## config.mk

```make
export PLATFORM = sky130hd
export DESIGN_NAME = tmds_encoder
export DESIGN_NICKNAME = d
export VERILOG_FILES = /design/src/rtl/tmds_encoder.sv
export SDC_FILE = /design/constraint.sdc
export NUM_CORES = 1
export LEC_CHECK = 0
export CAP_MARGIN = 20
export CORE_MARGIN = 1
export CORE_UTILIZATION = 50
export DETAILED_ROUTE_END_ITERATION = 10
export PLACE_DENSITY = 0.67
export SLEW_MARGIN = 20
export SYNTH_ARGS = -nofsm -noshare
export SYNTH_HDL_FRONTEND = slang
export SYNTH_SLANG_ARGS = --single-unit
```

## constraint.sdc

```tcl
create_clock -name clk_i -period 9.2 [get_ports clk_i]
set_input_delay 1.84 -clock clk_i [delete_from_list [all_inputs] [get_ports clk_i]]
set_output_delay 1.84 -clock clk_i [all_outputs]
set_load 0.005 [all_outputs]
```

## src/rtl/tmds_encoder.sv

```systemverilog
// One TMDS channel encoder: 8b/10b transition-minimised, DC-balanced symbols.
// Stage 1 picks XOR/XNOR coding, stage 2 balances disparity; optional retiming stage.
module tmds_encoder #(
  parameter int LATENCY = 2
) (
  input  logic       clk_i,
  input  logic       rst_i,
  input  logic       de_i,
  input  logic       c1_i,
  input  logic       c0_i,
  input  logic [7:0] d_i,
  output logic [9:0] q_o
);

  localparam logic [9:0] CTRL_00 = 10'h354;
  localparam logic [9:0] CTRL_01 = 10'h0AB;
  localparam logic [9:0] CTRL_10 = 10'h154;
  localparam logic [9:0] CTRL_11 = 10'h2AB;

  logic [3:0] n1_d;
  logic       xnor_path;
  logic [8:0] qm_d;
  logic [3:0] n1q_d;

  logic       de1;
  logic [1:0] ctl1;
  logic [8:0] qm1;
  logic [3:0] n1q;

  logic signed [5:0] cnt;
  logic signed [5:0] cnt_next;
  logic signed [5:0] diff;
  logic signed [5:0] qm8x2;
  logic signed [5:0] nqm8x2;
  logic [9:0]        q_next;
  logic [9:0]        q2;

  // Choose the coding that minimises transitions, then chain the bits.
  always_comb begin
    logic [8:0] t;
    n1_d = 4'd0;
    for (int i = 0; i < 8; i++) n1_d = n1_d + {3'b000, d_i[i]};
    xnor_path = (n1_d > 4'd4) || ((n1_d == 4'd4) && !d_i[0]);
    t = '0;
    t[0] = d_i[0];
    for (int i = 1; i < 8; i++) t[i] = xnor_path ? ~(t[i-1] ^ d_i[i]) : (t[i-1] ^ d_i[i]);
    t[8] = ~xnor_path;
    qm_d = t;
    n1q_d = 4'd0;
    for (int i = 0; i < 8; i++) n1q_d = n1q_d + {3'b000, t[i]};
  end

  always_ff @(posedge clk_i) begin
    if (rst_i) begin
      de1  <= 1'b0;
      ctl1 <= 2'b00;
      qm1  <= '0;
      n1q  <= '0;
    end else begin
      de1  <= de_i;
      ctl1 <= {c1_i, c0_i};
      qm1  <= qm_d;
      n1q  <= n1q_d;
    end
  end

  // diff is n1q - n0q; control periods restart the running disparity at zero.
  always_comb begin
    diff     = $signed({1'b0, n1q, 1'b0}) - 6'sd8;
    qm8x2    = $signed({4'b0000, qm1[8], 1'b0});
    nqm8x2   = $signed({4'b0000, ~qm1[8], 1'b0});
    q_next   = CTRL_00;
    cnt_next = 6'sd0;
    if (!de1) begin
      case (ctl1)
        2'b00:   q_next = CTRL_00;
        2'b01:   q_next = CTRL_01;
        2'b10:   q_next = CTRL_10;
        default: q_next = CTRL_11;
      endcase
    end else if ((cnt == 6'sd0) || (diff == 6'sd0)) begin
      q_next   = {~qm1[8], qm1[8], qm1[8] ? qm1[7:0] : ~qm1[7:0]};
      cnt_next = qm1[8] ? (cnt + diff) : (cnt - diff);
    end else if (((cnt > 6'sd0) && (diff > 6'sd0)) || ((cnt < 6'sd0) && (diff < 6'sd0))) begin
      q_next   = {1'b1, qm1[8], ~qm1[7:0]};
      cnt_next = cnt + qm8x2 - diff;
    end else begin
      q_next   = {1'b0, qm1[8], qm1[7:0]};
      cnt_next = cnt + diff - nqm8x2;
    end
  end

  always_ff @(posedge clk_i) begin
    if (rst_i) begin
      q2  <= CTRL_00;
      cnt <= 6'sd0;
    end else begin
      q2  <= q_next;
      cnt <= cnt_next;
    end
  end

  generate
    if (LATENCY == 3) begin : g_retime
      logic [9:0] q3;
      always_ff @(posedge clk_i) begin
        if (rst_i) q3 <= CTRL_00;
        else       q3 <= q2;
      end
      assign q_o = q3;
    end else begin : g_direct
      assign q_o = q2;
    end
  endgenerate

endmodule

```

==> metrics.cfg <==
[sta]
setup_viol=0
min_period_ns=7.68
period_share=0.834
fmax_mhz=130
holdWs_ns=0.545
drv_slew=0
hold_violations=0
tightestPinTransition_ns=0.686
rsz0062_at_grt=false
tns_ns=0
finClkSkew_ns=0.00429
slew_headroom=0.541

[floorplan]
placementRows=24
die_x_microns=69.5
die_y_microns=69.5
coreArea_sq_mm=0.00435
initial_utilization=0.523
io_pins=23
die_area_sq_mm=0.00483

[hold_path]
min_from=qm1[5]$_SDFF_PP0_
hold_path_class=reg -> reg
min_path_cells=2
hold-path-endpoint=q_o[5]$_SDFF_PP0_

[global_route]
grt_pass1_wl_microns=6400
grt_usage=0.170
grt_max_degree=24
grt_pass1_vias=1379
grt-ovfl-total=0
antenna_found_initial=0

[finish]
nets=313
regArea_sq_um=621
multiInputGateArea_sq_mm=0.00153
drive_above_1_share=0.0736
utilization=0.603
n_fill_cell=391
diodes=0
area_growth_pct=15.3

[routing]
drt-vias-per-instance=4.81
wl_per_cell_microns=11.7
drc=1
final_antenna_net_count=0
drt-total-wl_microns=3640
dr.pass1.iters=7
drt_iter0_markers=57
vias=1490

[logic_synthesis]
ys_warn_count=0
syn_inst=235
ys_types=34
synth_top_cell_area_share=0.272
synth_area_per_cell_sq_um=9.70
ys_seq_area_frac=0.272
syn-num-nets=290
synthTopCellsByArea=dfxtp_1 27%, ha_1 16%, fa_1 11%
syn_area_sq_mm=0.00228
yosys_register_bits=31
synth_top_area_cell=dfxtp_1

[setup_path]
crit_chain=clkdlybuf4s50_1 -> inv_1 -> fa_1 -> fa_1 -> fa_1 -> inv_1 -> ha_1 -> fa_1 -> nor3b_1 -> o21ai_0 -> a21o_1 -> xor2_1 -> fa_1 -> xor2_1 -> ha_1 -> fa_1 -> ha_1 -> inv_1 -> fa_1 -> xor2_1 -> nor2_1
r2r-end=cnt[5]$_SDFF_PP0_
crit_top_cell=fa_1
cp-start-kind=input port
end_kind=flop
worstRegToRegCells=10
cp.required_ns=9.34
slowest_stage=fa_1
cp_slowest_stage_delay_ns=0.56
worstSetupPathType=in -> reg
worstPathMaxFanout=5
ff2ff_setup_slack_ns=6.42
crit_arrival_ns=7.82
r2r-start=qm1[8]$_SDFF_PP0_

[cts]
cts_root_buffer=clkbuf_8
cts_tree=built
cts_made_buffers=5
clkLatencyLatePin_ns=0.28
clock-sinks=31
postCtsSetupBuffers=0
cts_resized=0
cts_hold_buf=0
h-tree-depth=2
cts_buffer_depth=2
clkTransAtPathRegs_ns=0.06

[power]
p_leak_nw=1.18
power_density_mw_per_mm2=358
peakVddDrop_v=0.000196
p_total_uw=940

[run_status]
outcome=complete, but fails checks
failed_checks=DRC

[place]
hpwl_microns=3060
port_buffers=22
place.gp.congestion=0.813

[job]
drv_cap=0

## cells in the final DEF (no fill, tap or decap), types with 4 or more instances in the layout
cell / netlist / layout
a211oi_1: 6 / 6
a21o_1: 4 / 4
a21oi_1: 20 / 20
clkbuf_8: 0 / 6
clkdlybuf4s50_1: 0 / 22
dfxtp_1: 31 / 31
fa_1: 13 / 13
ha_1: 29 / 29
inv_1: 29 / 29
nand2_1: 4 / 4
nor2_1: 19 / 19
nor2b_1: 7 / 7
nor3b_1: 5 / 5
xnor2_1: 22 / 22
xor2_1: 9 / 9
## per-layer routing
layer / track usage / vias to the layer above / part of all wire
met4: 0.0544 / 0 / 0.0074
met5: 0 / - / 0
met2: 0.263 / 27 / 0.46
met1: 0.230 / 655 / 0.50
met3: 0.0480 / 4 / 0.034
li1: - / 804 / -
## worst max path at each step
stage                 from                end  cells after the start
detailed placement  d_i[0]  n1q[2]$_SDFF_PP0_                     21
finish              d_i[0]  n1q[2]$_SDFF_PP0_                     21
CTS                 d_i[0]  n1q[2]$_SDFF_PP0_                     21
global route        d_i[0]  n1q[2]$_SDFF_PP0_                     21
global placement    d_i[0]  n1q[2]$_SDFF_PP0_                     21
floorplan           d_i[0]  n1q[2]$_SDFF_PP0_                     21
## final cells by class
type,instances,share of cell area
Clock buffer,6,0.0314
Clock inverter,1,0.00190
Inverter,29,0.0414
Multi-Input combinational cell,169,0.580
Sequential cell,31,0.236
Tap cell,52,0.0248
Timing Repair Buffer,22,0.0838
## metrics by stage
step	std cells	cell area, sq um	worst slack, ns
2_1_floorplan	235	2280	2.00
3_3_place_gp	303	2540	1.39
3_5_place_dp	303	2540	1.23
4_1_cts	310	2630	1.53
5_1_grt	310	2630	1.27
6_report	310	2630	1.52
## state kept, by name, summed over array words and instances (netlist names)
signal  flops
cnt         5
n1q         4
qm1         9
ctl1        2
de1         1
q_o        10
## logic make-up after synthesis
| family | Yosys count | synth area share |
|---|---|---|
| fa+ha+maj | 42 | 0.273 |
| flops | 31 | 0.272 |
| mux | 3 | 0.0187 |
| xor+xnor | 35 | 0.148 |
| buf+inv | 35 | 0.0582 |
| simple gates | 50 | 0.118 |
| compound gates | 39 | 0.112 |
## cells in the mapped netlist, drive strengths merged
cell type  count
a211o          1
a211oi         6
a21o           4
a21oi         20
and2b          1
buf            1
clkbuf         5
dfxtp         31
fa            13
ha            29
inv           29
mux2i          3
nand2          4
nand2b         2
nand3b         1
nor2          19
nor2b          7
nor3           3
nor3b          5
o211ai         1
o21ai          2
o21ba          1
o21bai         2
o22ai          1
o2bb2ai        1
or2            6
or3b           1
or4            1
xnor2         25
xor2          10
## critical path, delay by kind of cell
family	cells	cell delay (ns)
AOI/OAI and AO/OA	2	0.39
adders and majority gates	10	3.95
buffers and inverters	4	0.71
xor gates and xnor gates	3	0.61
and+or+nand+nor	2	0.30
## report_power, final
group          switching (mW)  total [mW]  leakage [nW]  internal (mW)
combinational           0.334       0.645         0.872          0.311
sequential             0.0271       0.193         0.257          0.166
clock                  0.0434       0.102        0.0470         0.0584
Note: power is estimated with default switching activity, not from simulation.
